===== config.mk =====
export PLATFORM = sky130hd
export DESIGN_NAME = dram_write_buffer
export DESIGN_NICKNAME = d
export VERILOG_FILES = /design/src/rtl/dram_write_buffer.sv
export SDC_FILE = /design/constraint.sdc
export NUM_CORES = 1
export LEC_CHECK = 0
export BUFFER_PORTS_ARGS = -buffer_cell sky130_fd_sc_hd__buf_2
export CAP_MARGIN = 30
export CORE_UTILIZATION = 30
export CTS_CLUSTER_SIZE = 10
export DETAILED_ROUTE_END_ITERATION = 12
export PLACE_DENSITY = 0.48
export SYNTH_ARGS = -nofsm -noshare
export SYNTH_HDL_FRONTEND = slang
export SYNTH_SLANG_ARGS = --single-unit

===== constraint.sdc =====
create_clock -name clk -period 26.5 [get_ports clk]
set_input_delay 1.325 -clock clk [delete_from_list [all_inputs] [get_ports clk]]
set_output_delay 1.325 -clock clk [all_outputs]
set_load 0.02 [all_outputs]

===== src/rtl/dram_write_buffer.sv =====
// DRAM write buffer: a small circular FIFO between the pooled-output stage
// and the DRAM write port. Writes arrive with no backpressure. Each write is
// queued as {addr,data} and drained through a valid/ready request port. Once
// EXP_WRITES transfers have completed, the layer is finished and the buffer
// stays in DONE until reset.
//
// Handshake: a transfer completes on a rising edge where memValid=1 and
// memReady=1. While memValid=1 and memReady=0, memAddr and memData hold
// their value. Once memValid is raised it stays high until that transfer
// completes. The one exception is reset, which drops any pending data.
//
// dbgState encoding: 0 = IDLE, 1 = RUN, 2 = DONE.
module dram_write_buffer #(
  parameter int DEPTH      = 8,
  parameter int EXP_WRITES = 64
) (
  input  logic                     clk,
  input  logic                     rst,
  input  logic                     inEn,
  input  logic [9:0]               inAddr,
  input  logic [63:0]              inData,
  output logic                     memValid,
  output logic [9:0]               memAddr,
  output logic [63:0]              memData,
  input  logic                     memReady,
  output logic [$clog2(DEPTH):0]   count,
  output logic                     full,
  output logic                     overflow,
  output logic                     addrError,
  output logic                     done,
  output logic [1:0]               dbgState
);

  localparam int PW = $clog2(DEPTH);
  localparam int CW = PW + 1;
  localparam int XW = $clog2(EXP_WRITES + 1);
  localparam logic [CW-1:0] FULL_CNT = CW'(DEPTH);
  localparam logic [XW-1:0] EXP_CNT  = XW'(EXP_WRITES);
  localparam logic [XW-1:0] LAST_CNT = XW'(EXP_WRITES - 1);

  typedef enum logic [1:0] {
    S_IDLE = 2'd0,
    S_RUN  = 2'd1,
    S_DONE = 2'd2
  } state_t;

  state_t          state_q, state_d;
  logic [73:0]     mem_q [DEPTH];
  logic [PW-1:0]   wr_ptr_q, wr_ptr_d;
  logic [PW-1:0]   rd_ptr_q, rd_ptr_d;
  logic [CW-1:0]   count_q, count_d;
  logic [XW-1:0]   xfer_q, xfer_d;
  logic            ovf_q, ovf_d;
  logic            aerr_q, aerr_d;
  logic [9:0]      prev_addr_q, prev_addr_d;
  logic            have_prev_q, have_prev_d;

  logic            pop;
  logic            push_ok;
  logic            last_pop;
  logic [73:0]     head;

  // Request side: the head entry is offered only while running with data
  assign head      = mem_q[rd_ptr_q];
  assign memValid  = (state_q == S_RUN) && (count_q != '0);
  assign memAddr   = memValid ? head[73:64] : '0;
  assign memData   = memValid ? head[63:0]  : '0;
  assign pop       = memValid && memReady;

  // A push fits if there is room now or the head leaves in the same cycle
  assign push_ok   = inEn && (state_q != S_DONE) &&
                     ((count_q != FULL_CNT) || pop);
  assign last_pop  = pop && (xfer_q == LAST_CNT);

  assign count     = count_q;
  assign full      = (count_q == FULL_CNT);
  assign overflow  = ovf_q;
  assign addrError = aerr_q;
  assign done      = (state_q == S_DONE);
  assign dbgState  = state_q;

  // FSM next-state: IDLE until the first accepted write, RUN until the
  // final transfer, then DONE until reset
  always_comb begin
    state_d = state_q;
    case (state_q)
      S_IDLE:  if (push_ok)  state_d = S_RUN;
      S_RUN:   if (last_pop) state_d = S_DONE;
      S_DONE:  state_d = S_DONE;
      default: state_d = S_IDLE;
    endcase
  end

  // FSM state register
  always_ff @(posedge clk) begin
    if (!rst) state_q <= S_IDLE;
    else      state_q <= state_d;
  end

  // Datapath next-state: pointers, occupancy, transfer count, sticky flags
  always_comb begin
    wr_ptr_d    = wr_ptr_q;
    rd_ptr_d    = rd_ptr_q;
    count_d     = count_q;
    xfer_d      = xfer_q;
    ovf_d       = ovf_q;
    aerr_d      = aerr_q;
    prev_addr_d = prev_addr_q;
    have_prev_d = have_prev_q;

    if (pop) begin
      rd_ptr_d = rd_ptr_q + PW'(1);
      if (xfer_q != EXP_CNT) xfer_d = xfer_q + XW'(1);
    end

    if (push_ok) begin
      wr_ptr_d    = wr_ptr_q + PW'(1);
      prev_addr_d = inAddr;
      have_prev_d = 1'b1;
      if (have_prev_q && (inAddr != prev_addr_q + 10'd1)) aerr_d = 1'b1;
    end

    // A write that is not accepted is lost: this covers a full FIFO and DONE
    if (inEn && !push_ok) ovf_d = 1'b1;

    case ({push_ok, pop})
      2'b10:   count_d = count_q + CW'(1);
      2'b01:   count_d = count_q - CW'(1);
      default: count_d = count_q;
    endcase

    // The final transfer flushes whatever is still queued
    if (last_pop) begin
      count_d  = '0;
      rd_ptr_d = wr_ptr_d;
    end
  end

  // Datapath registers
  always_ff @(posedge clk) begin
    if (!rst) begin
      wr_ptr_q    <= '0;
      rd_ptr_q    <= '0;
      count_q     <= '0;
      xfer_q      <= '0;
      ovf_q       <= 1'b0;
      aerr_q      <= 1'b0;
      prev_addr_q <= '0;
      have_prev_q <= 1'b0;
    end else begin
      wr_ptr_q    <= wr_ptr_d;
      rd_ptr_q    <= rd_ptr_d;
      count_q     <= count_d;
      xfer_q      <= xfer_d;
      ovf_q       <= ovf_d;
      aerr_q      <= aerr_d;
      prev_addr_q <= prev_addr_d;
      have_prev_q <= have_prev_d;
    end
  end

  // Entry storage. It is not reset: the pointers define which entries are live
  always_ff @(posedge clk) begin
    if (push_ok) mem_q[wr_ptr_q] <= {inAddr, inData};
  end

endmodule


Word-level counts from Yosys, hierarchy flattened
Memory sizes are Yosys's and may differ from the RTL's. A register that Yosys moved wholly into a read port is not among the register bits.
Index checks and enable logic that the tools add are counted.
{"block": "word_totals", "register_bits": 32, "latchBits": 0, "mem_bits_rw": 592, "romBits": 0, "inputBits": 78, "out_inout_bits": 85, "wordCells": 59, "mem_count": 1}
{"block": "classes", "n_addsub": 6, "multipliers": 0, "n_div": 0, "order_cmp": 0, "n_eq_ne": 12, "shift": 0, "muxes": 13, "bitwise": 1, "reduce_logical": 17}
{"name": "mem_q", "depth": 8, "width": 74, "rd": 1, "rd_ports_with_merged_regs": 1, "write_ports": 1, "line": "48", "text": "logic [73:0] mem_q [DEPTH];"}
{"op": "two-way mux 64 bit", "count": 1}
{"op": "two-way mux 3 bit", "count": 5}
{"op": "adder 10 x 1 -> 10 bit, second input constant", "count": 1}
{"op": "two-way mux 10 bit", "count": 1}
{"op": "inequality test 10 bit", "count": 1}
{"op": "case mux 4 bit (2 select lines)", "count": 1}
{"op": "adder 7 x 1 -> 7 bit, second input constant", "count": 1}
{"op": "== test 7 x 6 -> 1 bit, second input constant", "count": 1}
{"op": "logical AND 1 bit", "count": 7}
{"op": "inequality test 7 bit, second input constant", "count": 1}
{"op": "adder 3 x 1 -> 3 bit, second input constant", "count": 2}
{"op": "inequality test 2 bit, second input constant", "count": 3}
{"op": "case mux 2 bit (3 select lines)", "count": 1}
{"op": "AND reduction 2 bit", "count": 3}
{"op": "adder 4 x 1 -> 4 bit, second input constant", "count": 1}
{"op": "== test 2 x 1 -> 1 bit, second input constant", "count": 2}
{"op": "== test 2 bit, second input constant", "count": 2}
{"op": "== test 4 bit, second input constant", "count": 1}
{"op": "two-way mux 2 bit", "count": 2}
{"op": "inequality test 4 bit, second input constant", "count": 1}
{"op": "nonzero test 2 bit", "count": 2}
{"op": "nonzero test 4 bit", "count": 1}
{"op": "subtractor 4 x 1 -> 4 bit, second input constant", "count": 1}
{"op": "zero test 2 bit", "count": 1}
{"op": "5 further kinds", "count": 6}

Depth between registers and ports, before layout
Gate-level depths: netlist of run 1.
{"block": "logic_depth", "depth_word": 9, "depth_mapped": 13, "ltp_nobuf": 12}

Worst setup path after synthesis of run 1
No wires, ideal clock.
{"block": "synth_timing", "path_kind": "input-to-reg", "startpoint": "input inEn", "endpoint": "memory mem_q[4][0] (enable)", "setup_time_ns": 0.715, "t_arrival_ns": 9.621, "t_required_ns": 25.785, "setup_slack_ns": 16.164, "cell_stages": 5, "path_cell_list": "nor2b_1 -> a21boi_4 -> inv_4 -> buf_6 -> nor4b_1"}
{"block": "synth_via", "elab_chain_len": 4}
{"item": "start, declared", "line": "19", "text": "input logic inEn,"}
{"item": "logical AND 1 bit (2 in a row)", "line": "71", "text": "assign push_ok = inEn && (state_q != S_DONE) &&"}
{"item": "two-way mux 1 bit", "line": "164", "text": "if (push_ok) mem_q[wr_ptr_q] <= {inAddr, inData};"}
{"item": "two-way mux 1 bit (not written as such)", "line": "164"}
{"item": "end, declared", "line": "48"}
Every way passes these cells.

Worst setup path in the final report of run 1
{"block": "layout_timing", "startpoint": "register count_q[0] (netlist: count[0])", "endpoint": "output memAddr[7]"}
{"block": "layout_via", "elab_chain_len": 3}
{"item": "start, declared", "line": "51", "text": "logic [CW-1:0] count_q, count_d;"}
{"item": "start signal, assigned", "line": "153", "text": "count_q <= count_d;"}
{"item": "nonzero test 4 bit", "line": "65", "text": "assign memValid = (state_q == S_RUN) && (count_q != '0);"}
{"item": "logical AND 1 bit", "line": "65"}
{"item": "two-way mux 10 bit", "line": "66", "text": "assign memAddr = memValid ? head[73:64] : '0;"}
{"item": "end, declared", "line": "23", "text": "output logic [9:0] memAddr,"}
Every way passes these cells.

==> metrics, run 1 <==
status=complete, no violations; CTS clk-pin slew, worst paths=0.05 ns; leading area contributor after synthesis=edfxtp_1; Mapped Nets=1,259; number of global-route vias before repair=13.0k; metal2 WL=27,600 um; Crit. End Element=output pin; GRT Resource Usage Total=13.9%; minimum clock period=4.57 ns; total grt overflow=0; Synth Warn #=0; global-route wire length before repair=84,100 um; count leader, synth=edfxtp_1; fillcell total=7,497; CTS tree=built; metal3 WL=2510 um; top layer reached by signal wires=met5; Int Pwr=0.00179 W; mapped cell area=24,400 um^2; r2r endpoint=mem_q[7][37]; Req. time, crit path=25.17 ns; Netlist cell types=54; Switch Pwr=0.000577 W; combinational share of power=12.6%; Worst Tran Pin Value=0.933 ns; final number of hold-violating endpoints=0; Yosys reg bits=627; gpl congestion=0.693; Worst Setup Start Kind=register; Slew HR=37.8%; routed via count=11.8k; Vias/cell=4.76; Worst Clk Skew=0.0232 ns; fraction of layout cells with a size suffix above 1=31.5%; core box area=80,400 um^2; NumNets Final=1,469; max-cap violation count=0; cell count after synthesis=1,170; Post-DP Area=26,700 um^2; r2r setup slk=22.77 ns; Post-Route M1 WL=24,800 um; initial antenna violation count=10; initial core utilization=30.3%; CP Class=reg -> out; 1st-pass router iterations=4; routed wire length=56,200 um; WHS Endpoint=have_prev_q; Setup WS post-layout=21.93 ns; Synth async-reset ratio=0%; Final Max Tran Viols=0; Tcrit/Tclk final=17.2%; top cell type's share of synthesized area=72.9%; Area Overhead vs Synth=18.0%; Max Root-Sink Buffers=3; TritonCTS Buffers=75; Routed Antenna Nets=0; Hold Slack=0.470 ns; Max Fanout on Critical Path=44; site row count=104; Worst VDD drop=38.9 uV; cts hold-fix bufs=0; Reg-to-Reg Start=dbgState[1]; Setup Fix Bufs, Post-CTS=0; Post-DP HPWL=31,100 um; sequential power share=49.6%; IO Port Bufs=162; DR WL/cell=22.8 um; most common library cells after synthesis=592 x edfxtp_1, 148 x mux4_2, 81 x nor2_1; fmax=219 MHz; HP Class=reg -> reg; RSZ-0062 raised after global routing=no; largest net degree at the start of global routing=104; CP Data Arrival Time=3.25 ns; WHS Path Cells=1; syn avg cell area=20.8 um^2; Power Total=0.00237 W; synth top area cells=edfxtp_1 73%, mux4_2 14%, mux2i_1 3.2%, dfxtp_1 2.9%, nor2_1 1.2%; sequential share of the synthesized area=75.8%; Net Sw Frac=24.4%; DRT iter0 DRCs=650; most common flop cell mapped by yosys=edfxtp_1; Final Instance Area=28,800 um^2; CTS Sinks=627; IO Pins=163; clk_lat worst skew=0.60 ns; setup tns final=0 ns; CTS root buf=clkbuf_16; pwr/cell area=82.4 nW/um^2; post_cts resized=0; P_leak=9.14 nW; final setup vio count=0; Max H-tree Level=3; Die Wd=287 um; clock power share=37.8%; die area=82,400 um^2; die height=287 um; DR DRC count=0; Post-synth EDFFs=592; reg2reg path depth=8; Hold Startpoint=have_prev_q; DP Worst Slack=21.87 ns
-- cells in the final DEF (no fill, tap or decap), drive strengths merged, types with 5 or more instances in the layout --
master and count:
edfxtp 592, inv 12, a21oi 10, clkinv 10
clkbuf 93, ha 11, nor2b 7, o211ai 5
mux2i 78, mux4 148, xnor2 12, nand2 32
buf 191, nor2 81, and2 8, a21boi 12
nor3 5, dfxtp 35, o21ai 6, nand3 6
xor2 13
-- power by group through the flow --
stage	Clock [W]	Sequential [W]	Combinational, W
after detailed placement	0	0.00120	0.000310
after floorplan	0	0.00120	0.000193
final	0.000897	0.00118	0.000298
after global placement	0	0.00120	0.000295
after global routing	0.000963	0.00118	0.000327
after CTS	0.000928	0.00118	0.000310
-- worst max-delay path, stage by stage, from the launching register on --
cell	delay, ns
dfxtp_1	0.40
or4_4	0.58
nand2_4	0.42
buf_4	0.69
nor2_1	0.28
buf_2	0.23
-- area by class of cell --
cell class	instances	area (um^2)	area share, %
inverters	10	41.3	0.144
flip-flops and latches	627	18500	64.3
multi-input cells	475	5640	19.6
clock inverters	12	88.8	0.309
clock buffers	93	1990	6.91
well taps	1060	1330	4.61
repair buffers	191	1180	4.11
diodes	1	2.50	0.00870
-- logic make-up after synthesis --
group	count (synthesis)	share of synthesized area [%]
AOI/OAI and AO/OA	46	1.35
xor gates and xnor gates	25	0.898
adders and majority gates	11	0.565
buffers and inverters	68	1.26
DFF	627	75.8
muxes	226	16.9
and+or+nand+nor	167	3.22
-- worst max-delay path by stage --
| stage | startpoint | to | cells past startpoint |
|---|---|---|---|
| 6_report | count[0] | memAddr[7] | 5 |
| 3_5_place_dp | inEn | mem_q[7][44] | 7 |
| 2_1_floorplan | inEn | mem_q[4][0] | 5 |
| 3_3_place_gp | inEn | mem_q[7][50] | 7 |
| 5_1_grt | register | memAddr[7] | 5 |
| 4_1_cts | count[0] | memData[1] | 5 |
-- state kept, by name (all words and copies together) (netlist names), named ones only --
signal,cells
count,4
wr_ptr_q,3
xfer_q,7
overflow,1
rd_ptr_q,3
dbgState,2
addrError,1
mem_q,592
have_prev_q,1
prev_addr_q,10
-- per-stage QoR --
| step | std cells | util, % |
|---|---|---|
| floorplan | 1170 | - |
| global placement | 2356 | 32.9 |
| detailed placement | 2363 | 33.2 |
| CTS | 2468 | 35.8 |
| global route | 2469 | 35.8 |
| finish | 2469 | 35.8 |
-- layer usage --
metal	global-route usage, %	up-vias
met5	0	-
met1	18.2	6239
met3	2.98	100
met2	22.8	226
met4	4.51	14
li1	-	5172
No activity file was read; power rests on OpenSTA's default activity.
==> run 2: changes to the inputs <==
- ABC_AREA: default -> 1
- PLACE_DENSITY: 0.48 -> 0.5
- clock period: 26.5 -> 3.9 ns (I/O delays scaled with it)
==> metrics, run 2 <==
Worst Clk Skew=0.0186 ns (was 0.0232 ns); synth top area cells=edfxtp_1 72%, nor2_1 7.3%, o21ai_0 7.1%, dfxtp_1 2.8%, a31oi_1 1.9% (was edfxtp_1 73%, mux4_2 14%, mux2i_1 3.2%, dfxtp_1 2.9%, nor2_1 1.2%); placed insts=3,121 (was 2,363); Tcrit/Tclk final=82.4%; Hold Slack=0.0446 ns (was 0.470 ns); commonest non-fill, non-tap cell in the layout=edfxtp_1 (unchanged); commonest cells after routing, fill and taps aside=592 x edfxtp_1, 475 x nor2_1, 354 x o21ai_0 (was 592 x edfxtp_1, 162 x buf_2, 148 x mux4_2); routed via count=16.2k (was 11.8k); routed wire length=63,300 um (was 56,200 um); Routed Antenna Nets=0 (unchanged); site row count=105 (was 104); Vias/cell=4.89 (was 4.76); GRT Resource Usage Total=14.9% (was 13.9%); sequential share of the synthesized area=74.4% (was 75.8%); CP Class=reg -> out (unchanged); most flop-heavy register=mem_q (unchanged); largest net degree at the start of global routing=121 (was 104); die area=84,000 um^2 (was 82,400 um^2); CTS root buf=clkbuf_16 (unchanged); leading area contributor after synthesis=edfxtp_1 (unchanged); max-cap violation count=0 (unchanged); Synth async-reset ratio=0% (unchanged); syn avg cell area=12.5 um^2 (was 20.8 um^2); count leader, synth=edfxtp_1 (unchanged); Max H-tree Level=3 (unchanged); final setup vio count=0 (unchanged); combinational share of power=15.4% (was 12.6%); CTS tree=built (unchanged); cell count after synthesis=1,980 (was 1,170); clk_lat worst skew=0.60 ns (about the same); minimum clock period=3.21 ns; gpl congestion=0.737 (was 0.693); sequential power share=47.4% (was 49.6%); Yosys reg bits=627 (unchanged); most common library cells after synthesis=592 x edfxtp_1, 483 x nor2_1, 354 x o21ai_0 (was 592 x edfxtp_1, 148 x mux4_2, 81 x nor2_1); fmax=311 MHz; Req. time, crit path=3.70 ns (was 25.17 ns); Die Wd=290 um (was 287 um); CP Data Arrival Time=3.02 ns (was 3.25 ns); Max Fanout on Critical Path=101 (was 44); core box area=82,000 um^2 (was 80,400 um^2); Netlist cell types=35 (was 54); total grt overflow=0 (unchanged); Worst Tran Pin Value=0.756 ns (was 0.933 ns); diodes inserted=0 (was 1); TritonCTS Buffers=75 (unchanged); Setup Fix Bufs, Post-CTS=0 (unchanged); global-route wire length before repair=96,800 um (was 84,100 um); initial core utilization=30.3% (about the same); final number of hold-violating endpoints=0 (unchanged); DRT iter0 DRCs=1,069 (was 650); Switch Pwr=0.00452 W (was 0.000577 W); HP Class=in -> reg (was reg -> reg); most common flop cell mapped by yosys=edfxtp_1 (unchanged); IO Port Bufs=162 (unchanged); Mapped Nets=2,069 (was 1,259); IO Pins=163 (unchanged); mapped cell area=24,800 um^2 (was 24,400 um^2); Crit. End Element=output pin (unchanged); CTS clk-pin slew, worst paths=0.06 ns (was 0.05 ns); top flop regs=mem_q (592), prev_addr_q (10), xfer_q (7) (unchanged); clock power share=37.2% (was 37.8%); Power Total=0.0167 W (was 0.00237 W); Max Root-Sink Buffers=3 (unchanged); number of flip-flops in the largest register=592 (unchanged); Post-synth EDFFs=592 (unchanged); RSZ-0062 raised after global routing=no (unchanged); P_leak=10.2 nW (was 9.14 nW); Final Max Tran Viols=0 (unchanged); DR DRC count=0 (unchanged); r2r setup slk=0.98 ns (was 22.77 ns); Slew HR=49.6% (was 37.8%); Synth Warn #=0 (unchanged); post_cts resized=0 (unchanged); DR WL/cell=19.2 um (was 22.8 um); NumNets Final=2,293 (was 1,469); initial antenna violation count=1 (was 10); pwr/cell area=559 nW/um^2 (was 82.4 nW/um^2); cts hold-fix bufs=76 (was 0); status=complete, no violations (unchanged); Worst VDD drop=276 uV (was 38.9 uV); Area Overhead vs Synth=20.2% (was 18.0%); die height=290 um (was 287 um); fin cells=3,303 (was 2,469); top cell type's share of synthesized area=71.5% (was 72.9%); number of global-route vias before repair=16.0k (was 13.0k); Net Sw Frac=27.1% (was 24.4%); CTS Sinks=627 (unchanged); Int Pwr=0.0122 W (was 0.00179 W); fraction of layout cells with a size suffix above 1=13.7% (was 31.5%); Post-DP HPWL=32,700 um (was 31,100 um); Worst Setup Start Kind=register (unchanged); 1st-pass router iterations=7 (was 4)
==> run 2: changes by cell type in the layout (fill, tap and decap cells not counted), moves of 45 or more <==
cell,delta
a31oi_1,+73
o21ai_0,+348
dlygate4sd3_1,+76
o22ai_1,+74
mux2i_1,-78
nor2_1,+395
mux4_2,-148
nand2_1,+45
==> run 2: final cells by class <==
cell class | instances | area, um^2
clock inverter | 10 | 83.8
inverter | 45 | 181
sequential | 627 | 18500
fill | 7995 | 52100
tap | 1070 | 1340
clock buffer | 96 | 2040
timing repair buffer | 273 | 2080
multi-input combinational | 1182 | 5660
==> run 2: final timing paths <==
check	startpoint	to	depth (start not counted)
max	register	memData[2]	7
min	memReady	xfer_q[5]	5
max reg2reg	dbgState[0]	mem_q[0][43]	7
min reg2reg	addrError	addrError	2
==> run 2: logic make-up (layout without fill, tap and decap cells) <==
family,after synthesis,in the layout,share of synthesized area (%)
buffers and inverters,171,424,3.11
DFF,627,627,74.4
xor gates and xnor gates,12,12,0.423
adders and majority gates,11,11,0.554
AOI/OAI and AO/OA,563,563,12.1
and+or+nand+nor,596,596,9.41
==> run 2: layer usage <==
metal	share of wire, %	global-route usage, %	wire length [um]	vias to the layer above
met3	4.3	2.52	2700	89
met2	48	24.4	30100	332
met5	0.013	0	8	-
met1	46	20.3	29200	8082
li1	-	-	-	7645
met4	2.1	4.45	1300	2
==> run 2: critical path, cell delays in order (launching register included) <==
cell and delay (ns):
dfxtp_4 0.46, inv_8 0.43, buf_12 0.35, nor2_1 0.07, o22ai_1 0.16, o21ai_0 0.12, a31oi_1 0.43, buf_2 0.26
==> run 2: power groups by stage <==
stage          logic (W)  registers, W  clock network (W)
2_1_floorplan    0.00168       0.00802                  0
3_3_place_gp     0.00252       0.00804                  0
3_5_place_dp     0.00255       0.00805                  0
4_1_cts          0.00262       0.00791            0.00638
5_1_grt          0.00288       0.00794            0.00663
6_report         0.00257       0.00791            0.00622
==> run 2: stage by stage <==
step | instance area, um^2 | utilization [%] | worst slack (ns) | setup TNS [ns]
2_1_floorplan | 24900 | - | -1.06 | -313.59
3_3_place_gp | 27000 | 32.9 | 1.02 | 0
3_5_place_dp | 27000 | 32.9 | 0.951 | 0
4_1_cts | 29900 | 36.4 | 0.646 | 0
5_1_grt | 29900 | 36.4 | 0.517 | 0
6_report | 29900 | 36.4 | 0.686 | 0
==> run 3: changes to the inputs <==
- clock period: 3.9 -> 2.76 ns (I/O delays scaled with it)
==> metrics, run 3 (synthesis gave the netlist of run 2 again) <==
DR DRC count=0 (unchanged); largest net degree at the start of global routing=86 (was 121); Max Root-Sink Buffers=3 (unchanged); initial antenna violation count=0 (was 1); CTS root buf=clkbuf_16 (unchanged); commonest cells after routing, fill and taps aside=592 x edfxtp_1, 474 x nor2_1, 354 x o21ai_0 (was 592 x edfxtp_1, 475 x nor2_1, 354 x o21ai_0); Worst VDD drop=404 uV (was 276 uV); Reg-to-Reg Start=dbgState[1] (was dbgState[0]); Area Overhead vs Synth=22.0% (was 20.2%); Post-DP HPWL=37,200 um (was 32,700 um); routed wire length=65,500 um (was 63,300 um); TritonCTS Buffers=74 (was 75); commonest non-fill, non-tap cell in the layout=edfxtp_1 (unchanged); global-route wire length before repair=100,000 um (was 96,800 um); 1st-pass router iterations=5 (was 7); RSZ-0062 raised after global routing=no (unchanged); status=complete, no violations (unchanged); DP Worst Slack=0.534 ns (was 0.951 ns); die area=84,000 um^2 (unchanged); initial core utilization=30.3% (unchanged); gpl congestion=0.768 (was 0.737); fraction of layout cells with a size suffix above 1=15.4% (was 13.7%); CTS tree=built (unchanged); CP Class=reg -> out (unchanged); Tcrit/Tclk final=96.8%; placed insts=3,140 (was 3,121); Max H-tree Level=3 (unchanged); CP Data Arrival Time=2.53 ns (was 3.02 ns); Max Fanout on Critical Path=37 (was 101); Hold Startpoint=inEn (was memReady); pwr/cell area=785 nW/um^2 (was 559 nW/um^2); Req. time, crit path=2.62 ns (was 3.70 ns); P_leak=10.4 nW (was 10.2 nW); most flop-heavy register=mem_q (unchanged); DR WL/cell=19.7 um (was 19.2 um); IO Pins=163 (unchanged); HP Class=in -> reg (unchanged); final setup vio count=0 (unchanged); Crit-path slowest cell=dfxtp_4 (unchanged); core box area=82,000 um^2 (unchanged); Worst Clk Skew=0.0210 ns (was 0.0186 ns); top flop regs=mem_q (592), prev_addr_q (10), xfer_q (7) (unchanged); Cell Chain, Critical Path=buf_12 -> buf_12 -> o21ai_0 -> o22ai_1 -> o21ai_0 -> a31oi_1 -> buf_2 (was inv_8 -> buf_12 -> nor2_1 -> o22ai_1 -> o21ai_0 -> a31oi_1 -> buf_2); clk_lat worst skew=0.61 ns (was 0.60 ns); routed via count=16.4k (was 16.2k); Final Max Tran Viols=0 (unchanged); diodes inserted=0 (unchanged); CTS clk-pin slew, worst paths=0.05 ns (was 0.06 ns); GRT Resource Usage Total=15.4% (was 14.9%); fmax=374 MHz; DRT iter0 DRCs=1,237 (was 1,069); CTS Sinks=627 (unchanged); Worst Setup Start Kind=register (unchanged); number of flip-flops in the largest register=592 (unchanged); final number of hold-violating endpoints=0 (unchanged); total grt overflow=0 (unchanged); max-cap violation count=0 (unchanged); Worst Tran Pin Value=0.543 ns (was 0.756 ns); number of global-route vias before repair=16.8k (was 16.0k); NumNets Final=2,320 (was 2,293); Vias/cell=4.91 (was 4.89); Routed Antenna Nets=0 (unchanged); minimum clock period=2.67 ns; fin cells=3,332 (was 3,303); Slew HR=63.8% (was 49.6%); setup tns final=0 ns (unchanged); site row count=105 (unchanged); die height=290 um (unchanged); Die Wd=290 um (unchanged); fillcell total=7,948 (was 7,995); max incr delay on CP=0.46 ns (about the same); IO Port Bufs=162 (unchanged); Setup WS post-layout=0.0877 ns (was 0.686 ns); Crit. End Element=output pin (unchanged)
-- run 3: changes by cell type in the layout (fill, tap and decap cells not counted), moves of 6 or more --
cell and delta:
buf_4 +12, dfxtp_1 -6, a31oi_2 +8, buf_12 +8, clkbuf_1 +6, a31oi_1 -8
-- run 3: report_power, final --
part	switching [W]	internal, W	total (W)
combinational	0.00270	0.00129	0.00399
sequential	0.000188	0.0110	0.0112
clock	0.00364	0.00499	0.00863
total	0.00653	0.0173	0.0238
-- run 3: layer usage --
layer  track usage [%]  vias to the layer above  part of all wire [%]
met4              4.42                        0                   1.8
met5                 0                        -                     0
met3              2.35                       91                   4.0
met1              20.3                     8226                    45
met2              26.3                      344                    49
li1                  -                     7703                     -
-- run 3: cell type report --
class	count	area [um^2]	share of cell area, %
Tap cell	1070	1340	4.42
Multi-Input combinational cell	1182	5750	19.0
Inverter	45	191	0.632
Clock buffer	98	1980	6.55
Timing Repair Buffer	301	2460	8.13
Sequential cell	627	18500	61.0
Clock inverter	9	78.8	0.260
-- run 3: metrics by stage --
step	hold slack (ns)	utilization [%]	power (W)	instance area (um^2)
after global placement	0.402	33.3	0.0152	27300
after floorplan	0.237	-	0.0137	25000
final	0.333	37.0	0.0238	30300
after global routing	0.355	37.0	0.0248	30300
after CTS	0.308	36.8	0.0240	30200
after detailed placement	0.410	33.3	0.0152	27300
-- run 3: worst max-delay path, delay by kind of cell (launching register included) --
family / cells / cell delay (ns)
flip-flops: 1 / 0.46
AO/OA/AOI/OAI: 4 / 0.81
buffers and inverters: 3 / 0.63
-- run 3: what timing repair did --
| item | in CTS | in global routing |
|---|---|---|
| setup buffers | 1 | 6 |
| hold buffers | 77 | 0 |
| endpoints found under the hold margin | 610 | 0 |
| cloned | 0 | 1 |
| endpoints found under the setup margin | 35 | 31 |
| resized for setup | 9 | 7 |
-- run 3: final timing paths --
path | to | slack, ns | cells past startpoint
max | memAddr[3] | 0.09 | 7
min reg2reg | have_prev_q | 0.46 | 2
min | overflow | 0.33 | 4
max reg2reg | count[2] | 0.44 | 12
